File: src/rtl/sensor_adc_sequencer.sv
// Sequences one sensor measurement: config/power, settle, ADC trigger, capture or timeout.
// done follows the accepted start by SENS_SETTLE_TICKS + k + 1 edges; abort returns to IDLE silently.
module sensor_adc_sequencer #(
  parameter int SENS_SETTLE_TICKS = 256,
  parameter int ADC_TIMEOUT_TICKS = 4096
) (
  input  logic        clk,
  input  logic        rst_n,
  input  logic        start,
  input  logic [2:0]  cfg,
  input  logic        abort,
  output logic        busy,
  output logic        done,
  output logic        timeout,
  output logic [15:0] result,
  output logic [2:0]  sens_config,
  output logic        sens_enable,
  output logic        sens_read,
  output logic        adc_enable,
  output logic        adc_read,
  input  logic        adc_conversion_complete,
  input  logic [15:0] adc_value
);

  localparam int MAX_TICKS = (SENS_SETTLE_TICKS > ADC_TIMEOUT_TICKS) ?
                             SENS_SETTLE_TICKS : ADC_TIMEOUT_TICKS;
  localparam int CW = $clog2(MAX_TICKS + 1);
  localparam logic [CW-1:0] SETTLE_LAST  = CW'(SENS_SETTLE_TICKS - 1);
  localparam logic [CW-1:0] TIMEOUT_LAST = CW'(ADC_TIMEOUT_TICKS - 1);

  typedef enum logic [1:0] {IDLE, SETTLE, CONVERT} state_t;

  state_t       state_q;
  logic [CW-1:0] cnt_q, cnt_d;
  logic         busy_q, done_q, timeout_q;
  logic [15:0]  result_q;
  logic [2:0]   sens_config_q;
  logic         sens_enable_q, sens_read_q, adc_enable_q, adc_read_q;

  // Saturating increment: the counter never wraps back into a live compare value.
  always_comb begin
    cnt_d = cnt_q;
    if (cnt_q != '1) cnt_d = cnt_q + CW'(1);
  end

  always_ff @(posedge clk or negedge rst_n) begin
    if (!rst_n) begin
      state_q       <= IDLE;
      cnt_q         <= '0;
      busy_q        <= 1'b0;
      done_q        <= 1'b0;
      timeout_q     <= 1'b0;
      result_q      <= 16'h0000;
      sens_config_q <= 3'b000;
      sens_enable_q <= 1'b0;
      sens_read_q   <= 1'b0;
      adc_enable_q  <= 1'b0;
      adc_read_q    <= 1'b0;
    end else begin
      done_q     <= 1'b0;
      adc_read_q <= 1'b0;
      case (state_q)
        IDLE: begin
          if (start && !abort) begin
            sens_config_q <= cfg;
            sens_enable_q <= 1'b1;
            busy_q        <= 1'b1;
            timeout_q     <= 1'b0;
            cnt_q         <= '0;
            state_q       <= SETTLE;
          end
        end
        SETTLE: begin
          if (abort) begin
            sens_enable_q <= 1'b0;
            sens_read_q   <= 1'b0;
            adc_enable_q  <= 1'b0;
            busy_q        <= 1'b0;
            state_q       <= IDLE;
          end else if (cnt_q == SETTLE_LAST) begin
            sens_read_q  <= 1'b1;
            adc_enable_q <= 1'b1;
            adc_read_q   <= 1'b1;
            cnt_q        <= '0;
            state_q      <= CONVERT;
          end else begin
            cnt_q <= cnt_d;
          end
        end
        CONVERT: begin
          // The first CONVERT cycle (cnt_q == 0) ignores complete to reject a stale flag.
          if (abort) begin
            sens_enable_q <= 1'b0;
            sens_read_q   <= 1'b0;
            adc_enable_q  <= 1'b0;
            busy_q        <= 1'b0;
            state_q       <= IDLE;
          end else if (cnt_q != '0 && adc_conversion_complete) begin
            result_q      <= adc_value;
            done_q        <= 1'b1;
            sens_enable_q <= 1'b0;
            sens_read_q   <= 1'b0;
            adc_enable_q  <= 1'b0;
            busy_q        <= 1'b0;
            state_q       <= IDLE;
          end else if (cnt_q == TIMEOUT_LAST) begin
            result_q      <= 16'hFFFF;
            timeout_q     <= 1'b1;
            done_q        <= 1'b1;
            sens_enable_q <= 1'b0;
            sens_read_q   <= 1'b0;
            adc_enable_q  <= 1'b0;
            busy_q        <= 1'b0;
            state_q       <= IDLE;
          end else begin
            cnt_q <= cnt_d;
          end
        end
        default: state_q <= IDLE;
      endcase
    end
  end

  assign busy        = busy_q;
  assign done        = done_q;
  assign timeout     = timeout_q;
  assign result      = result_q;
  assign sens_config = sens_config_q;
  assign sens_enable = sens_enable_q;
  assign sens_read   = sens_read_q;
  assign adc_enable  = adc_enable_q;
  assign adc_read    = adc_read_q;

endmodule

File: config.mk
export PLATFORM = sky130hd
export DESIGN_NAME = sensor_adc_sequencer
export DESIGN_NICKNAME = d
export VERILOG_FILES = /design/src/rtl/sensor_adc_sequencer.sv
export SDC_FILE = /design/constraint.sdc
export NUM_CORES = 1
export LEC_CHECK = 0
export CAP_MARGIN = 20
export CORE_UTILIZATION = 53
export CTS_BUF_LIST = sky130_fd_sc_hd__clkbuf_16
export CTS_CLUSTER_SIZE = 30
export DETAILED_ROUTE_END_ITERATION = 10
export GPL_TIMING_DRIVEN = 0
export PLACE_DENSITY = 0.88
export SYNTH_ARGS = -nofsm -noshare
export SYNTH_HDL_FRONTEND = slang
export SYNTH_SLANG_ARGS = --single-unit
File: constraint.sdc
create_clock -name clk -period 3.27 [get_ports clk]
set_input_delay 0.654 -clock clk [delete_from_list [all_inputs] [get_ports clk]]
set_output_delay 0.654 -clock clk [all_outputs]
set_load 0.005 [all_outputs]
==> impl_results.md, run 1 <==
* Number of nets with antenna violations after detailed routing at 0
* Fmax at approximately 0.39 GHz
* Via-to-Cell Ratio at ~6
* Required time at the endpoint of the critical path at approximately 3.4 ns
* Sequential-to-total area share from yosys stat at 45.5%
* Ys async rst share at 100%
* Antenna fix cells at 0
* Reg clk slew, reported paths at 0.06 ns
* Clock Path Buffers at 2
* Critical path launch point type: primary input
* Count of flip-flops with a built-in enable after synthesis at 0
* Number of cell instances on the worst register-to-register path at 8
* Instance count after placement with tap cells included at 298
* Worst slew margin relative to its limit at 42.9%
* Max-cap violation count at 0
* Post-route clock skew at ~0.0053 ns
* Synthesized area divided by synthesized cell count at 10.7 um2
* Pins over their slew limit at 0
* Post-CTS Resized at 0
* Storage element area at 976 um2
* Peak supply drop at 0.000295 V
* Die area at 4300 um2
* CP Class: in2reg
* Post-synthesis register bit count at 39
* Buffers on Ports at 49
* Area used by multi-input combinational logic at approximately 1000 um2
* Final worst path period share at 77.8%
* Hold bufs inserted after CTS at 0
* Number of clock buffers inserted by TritonCTS at 5
* Number of vias in the routed layout at roughly 1900
* Row count at 22
* Floorplan die width at roughly 66 um
* Routability congestion estimate from global placement at 0.914
* Crit-path cells: clkdlybuf4s50_1 > o21ai_1 > o211ai_1 > buf_2 > o31ai_1 > o31ai_1
* Distinct cell type count of the synthesized netlist at 52
* Number of antenna violations at the first check in global routing at 0
* Cell with the most instances after synthesis: dfrtp_1
* Count of boundary I/O pins at 50
* Outcome: completed
* Type of the worst min-delay path: in2async
* Wire length of the first global-routing pass at 8650 um
* DRC at 0
* Global router's overall resource usage at 27.0%
* Final wirelength at around 5300 um
* Post-Syn Nets at 231
* Worst-path cell with the longest stage delay: o21ai_1
* Nets at 287
* Initial DRC Count at 167
* Number of setup buffers added after CTS at 0
* Most used flip-flop cell after synthesis: dfrtp_1
* Longest individual stage delay on the worst path at 0.58 ns
* Core box area at 3770 um2
* Finish-stage setup viols at 0
* Syn. warnings at 0
* Maximum level of the CTS H-tree at 2
* Clk Latency, worst-skew pair at 0.28 ns
* Signed area change from the synthesized netlist to the final layout at 33.3%
* Gr ovfl total at 0
* Reported leakage power at between 1 and 1.5 nW
* Post-DP HPWL at 3750 um
* Post-Place Cell Area at 2690 um2
* Final cell count without fillers at 306
* Dominant cell type by area after synthesis: dfrtp_1
* Final hold violations at 0
* Number of clock sinks at 39
* Final TNS setup at 0 ns
* Mapped Area at 2140 um2
* Fin crit period at ~2.5 ns
* Filler Cells Inserted at 270
* Initial core utilization at 56.9%
* Proportion of layout cells with a drive suffix above 1 at 14.3%
* Die Ht at approximately 66 um
* Utilization after layout at 75.8%
* Finished Cell Area at 2860 um2
* Pwr per Cell Area at approximately 600 nW/um2
* Number of iterations in the first detailed-routing pass at 4
* Crit-path most repeated cell: o31ai_1
* Post-synth top area share at 45.5%
* Via count of the first global-routing pass at 1901
* Maximum number of pins on one net before global-route repair at 40
* Root Driver: clkbuf_16
* Mean routed wirelength per cell at between 15 and 20 um
* Post-synthesis cell count at roughly 200
* CTS tree: done
* Biggest area contributors in the synthesized netlist: dfrtp_1, o22a_1, o31ai_1
* Worst Tran Pin Value at 0.857 ns
* CP endpoint kind: flop
* WP data arrival at roughly 2.7 ns
* Synth top cells by count: dfrtp_1, o22a_1, inv_1, o31ai_1
* Unrepaired setup endpoints after global routing: no
* Maximum fanout count along the critical path at 10
[final cells by class]
class	instances	area share, %
clock inverters	3	1.53
well taps	48	2.10
repair buffers	49	17.0
flip-flops and latches	39	34.1
multi-input cells	134	35.6
plain buffers	17	3.81
clock buffers	5	4.38
inverters	11	1.44
[routing by layer]
| layer | wire (um) | share of wire (%) | GRT usage [%] |
|---|---|---|---|
| met5 | 0 | 0 | 0 |
| met4 | 107 | 2.0 | 11.7 |
| met3 | 289 | 5.4 | 8.33 |
| met2 | 2620 | 49 | 43.8 |
| met1 | 2320 | 43 | 32.8 |
[layout by cell type, fill, tap and decap left out, types with 4 or more instances in the layout]
master / netlist / routed
a31oi_1: 7 / 7
buf_4: 4 / 4
buf_2: 5 / 6
inv_1: 11 / 11
clkbuf_16: 0 / 5
o22a_1: 17 / 17
nand4_1: 5 / 5
ha_1: 6 / 6
a21oi_1: 9 / 9
dfrtp_1: 39 / 39
clkdlybuf4s50_1: 0 / 48
nor2_1: 9 / 9
nand2_1: 8 / 8
o31ai_1: 11 / 11
nand3_1: 8 / 8
clkbuf_1: 4 / 4
[stage by stage]
stage | setup WS [ns] | hold slack [ns] | power (mW)
floorplan | 1.33 | 0.358 | 0.911
global placement | 0.616 | 0.489 | 1.10
detailed placement | 0.560 | 0.496 | 1.12
CTS | 0.799 | 0.503 | 1.67
global route | 0.634 | 0.518 | 1.75
finish | 0.727 | 0.482 | 1.67
[power breakdown]
part	leakage [nW]	total, mW	internal [mW]	switching (mW)
Combinational	0.597	0.551	0.271	0.281
Sequential	0.531	0.571	0.532	0.0392
Clock	0.0838	0.551	0.359	0.192
Total	1.21	1.67	1.16	0.512
[worst max-delay path, delay by kind of cell]
| family | cells | cell delay, ns |
|---|---|---|
| buffers and inverters | 2 | 0.82 |
| AOI/OAI and AO/OA | 4 | 1.20 |
[cells by family after synthesis]
family                     Yosys count  share of synthesized area [%]
adders and majority gates            6                           3.50
buffers and inverters               28                           7.00
and+or+nand+nor                     53                           16.2
DFF                                 39                           45.5
AOI/OAI and AO/OA                   70                           25.3
muxes                                5                           2.57
[worst paths after layout]
| path | slack [ns] | from | endpoint |
|---|---|---|---|
| max in group asynchronous | 2.25 | rst_n | cnt_q[9] |
| worst max register to register | 0.97 | state_q[0] | cnt_q[8] |
| worst min register to register | 0.50 | result[1] | result[1] |
| worst max-delay path | 0.73 | abort | cnt_q[11] |
| worst min-delay path | 0.48 | rst_n | result[9] |
| min in group clk | 0.50 | result[1] | result[1] |
[state kept, by name, indices dropped and copies added, names as in the netlist]
| register | count |
|---|---|
| result | 16 |
| cnt_q | 13 |
| sens_config | 3 |
| state_q | 2 |
| adc_enable | 1 |
| adc_read | 1 |
| done | 1 |
| sens_enable | 1 |
| timeout | 1 |
Power figures use the tool's default switching activity.
==> run 2: changes to the inputs <==
--- a/config.mk
+++ b/config.mk
@@ -6,12 +6,12 @@
 export NUM_CORES = 1
 export LEC_CHECK = 0
 export CAP_MARGIN = 20
-export CORE_UTILIZATION = 53
+export CORE_UTILIZATION = 45
 export CTS_BUF_LIST = sky130_fd_sc_hd__clkbuf_16
 export CTS_CLUSTER_SIZE = 30
 export DETAILED_ROUTE_END_ITERATION = 10
 export GPL_TIMING_DRIVEN = 0
-export PLACE_DENSITY = 0.88
+export PLACE_DENSITY = 0.8
 export SYNTH_ARGS = -nofsm -noshare
 export SYNTH_HDL_FRONTEND = slang
 export SYNTH_SLANG_ARGS = --single-unit
==> constraint.sdc (replaced) <==
create_clock -name clk -period 2.3 [get_ports clk]
set_input_delay 0.46 -clock clk [delete_from_list [all_inputs] [get_ports clk]]
set_output_delay 0.46 -clock clk [all_outputs]
set_load 0.005 [all_outputs]
==> run 2 against run 1 <==
Net effect: the run now ends with DRC left; non-clock buffer count unchanged; via count decreased by 0.75%; count of clock-buffer cells in the layout unchanged; combinational power increased by 46%; worst setup slack got worse by 0.56 ns; critical path type is now reg2reg; first-iteration DRC count increased by 6.6%; core utilization decreased by 12 points; sequential power increased by 42%.
==> impl_results.md, run 2 (synthesis results as in run 1) <==
* WP data arrival at 2.30 ns (-0.39 ns)
* Reg clk slew, reported paths at 0.06 ns (about the same)
* Pins over their slew limit at 0 (unchanged)
* Initial DRC Count at 178 (+6.6%)
* Number of clock buffers inserted by TritonCTS at 5 (unchanged)
* Peak supply drop at 0.000507 V (+72%)
* Number of antenna violations at the first check in global routing at 0 (unchanged)
* Nets at 287 (unchanged)
* Die Ht at 71.0 um (+8.3%)
* Flip-flop count of the largest register, all copies and words added at 16 (unchanged)
* Final worst path period share at 92.8%
* Maximum fanout count along the critical path at 10 (unchanged)
* Antenna fix cells at 0 (unchanged)
* Via-to-Cell Ratio at 6.00 (-2.0%)
* Most frequent standard cell in the layout excluding fill and tap cells: clkdlybuf4s50_1
* Worst slew margin relative to its limit at 43.3% (+0.44 points)
* Mean routed wirelength per cell at 16.3 um (-6.7%)
* Core box area at 4470 um2 (+19%)
* Initial core utilization at 47.9% (-8.9 points)
* Violations in the final reports: DRC
* Number of nets with antenna violations after detailed routing at 0 (unchanged)
* CTS tree: done
* Post-route clock skew at 0.00431 ns (-0.00101 ns)
* Unrepaired setup endpoints after global routing: no
* CP Class: reg2reg
* Routability congestion estimate from global placement at 0.835 (-8.7%)
* Final wirelength at 5050 um (-5.5%)
* Reg2Reg Setup Slack at 0.17 ns (-0.80 ns)
* Proportion of layout cells with a drive suffix above 1 at 15.1% (+0.78 points)
* Maximum level of the CTS H-tree at 2 (unchanged)
* Reported leakage power at 1.21 nW (-0.40%)
* Pwr per Cell Area at 799 nW/um2 (+37%)
* Die area at 5050 um2 (+17%)
* Count of boundary I/O pins at 50 (unchanged)
* Fmax at around 0.47 GHz
* Outcome: finished with violations
* Floorplan die width at 71.0 um (+8.3%)
* Most frequent cells in the layout: clkdlybuf4s50_1, dfrtp_1, o22a_1
* Gr ovfl total at 0 (unchanged)
* Number of vias in the routed layout at 1860 (-0.75%)
* Fin crit period at between 2 and 2.5 ns
* Type of the worst min-delay path: in2async
* Clock Path Buffers at 2 (unchanged)
* Instance count after placement with tap cells included at 302 (+1.3%)
* Final hold violations at 0 (unchanged)
* Post-DP HPWL at 3550 um (-5.4%)
* Root Driver: clkbuf_16
* Clk Latency, worst-skew pair at 0.28 ns (about the same)
* Worst Tran Pin Value at 0.850 ns (-0.00659 ns)
* Signed area change from the synthesized netlist to the final layout at 32.8%
* Finish-stage setup viols at 0 (unchanged)
* Final TNS setup at 0 ns (unchanged)
* Number of iterations in the first detailed-routing pass at 10 (+6)
* DRC at 2 (+2)
* Buffers on Ports at 49 (unchanged)
* Max-cap violation count at 0 (unchanged)
* CP endpoint kind: flop
* Wire length of the first global-routing pass at 8390 um (-3.0%)
* Global router's overall resource usage at 21.3% (-5.7 points)
* Final cell count without fillers at 310 (+1.3%)
* Utilization after layout at 63.7% (-12 points)
* Filler Cells Inserted at 364 (+35%)
* Via count of the first global-routing pass at 1813 (-4.6%)
* Number of cell instances on the worst register-to-register path at 8 (unchanged)
* Row count at 24 (+9.1%)
* Number of clock sinks at 39 (unchanged)
* Maximum number of pins on one net before global-route repair at 40 (unchanged)
* Hold bufs inserted after CTS at 0 (unchanged)
* Required time at the endpoint of the critical path at 2.47 ns (-0.94 ns)
* Capturing point of the worst reg2reg path: cnt_q[3]
* FF-to-FF Start: cnt_q[1]
* Critical path launch point type: flop
==> run 2: worst max-delay path: stages (launching register included) <==
cell and delay (ns):
dfrtp_1 0.39, ha_1 0.16, clkbuf_1 0.29, nand4_1 0.20, nor4_4 0.33, and2_1 0.21, buf_4 0.18, nor3_1 0.07
o22a_1 0.18
==> run 2: layer usage <==
metal  GRT usage, %  share of wire, %  wire (um)  vias up
met4           6.22               1.0         51        0
li1               -                 -          -      886
met3           6.84               5.6        281        6
met5              0                 0          0        -
met1           27.9                46       2330      916
met2           33.9                47       2380       52
==> run 2: power breakdown <==
| part | leakage (nW) | switching, mW | internal, mW |
|---|---|---|---|
| Sequential | 0.531 | 0.0567 | 0.756 |
| Combinational | 0.605 | 0.405 | 0.402 |
| Clock | 0.0710 | 0.262 | 0.395 |
| Total | 1.21 | 0.724 | 1.55 |
==> run 2: worst max-delay path by stage <==
| stage | startpoint | end | slack [ns] | cells after the start |
|---|---|---|---|---|
| 6_report | cnt_q[1] | cnt_q[3] | 0.17 | 8 |
| 2_1_floorplan | cnt_q[0] | state_q[0] | 0.36 | 7 |
| 4_1_cts | abort | cnt_q[11] | 0.008 | 6 |
| 3_3_place_gp | abort | cnt_q[7] | -0.21 | 6 |
| 3_5_place_dp | abort | cnt_q[11] | -0.26 | 6 |
| 5_1_grt | cnt_q[0] | result[6] | 0.01 | 7 |
==> run 2: repair_timing <==
action	CTS	global route
hold endpoints to repair	0	0
buffers inserted	0	1
setup endpoints to repair	0	19
gates resized for setup	0	2
==> run 2: cell type report <==
cell class / count / area [um2] / share of cell area (%)
clock buffer: 5 / 125 / 4.39
tap: 52 / 65.1 / 2.28
inverter: 11 / 41.3 / 1.45
clock inverter: 3 / 16.3 / 0.571
sequential: 39 / 976 / 34.3
buffer: 16 / 105 / 3.69
multi-input combinational: 134 / 1030 / 36.1
timing repair buffer: 50 / 493 / 17.3
==> run 2: through the flow <==
| step | cell area [um2] | hold WS (ns) | worst slack (ns) | power [mW] |
|---|---|---|---|---|
| after global routing | 2850 | 0.351 | 0.0143 | 2.40 |
| after floorplan | 2140 | 0.164 | 0.356 | 1.30 |
| after global placement | 2700 | 0.487 | -0.213 | 1.57 |
| after CTS | 2840 | 0.319 | 0.00814 | 2.26 |
| final | 2850 | 0.284 | 0.167 | 2.28 |
| after detailed placement | 2700 | 0.496 | -0.259 | 1.59 |
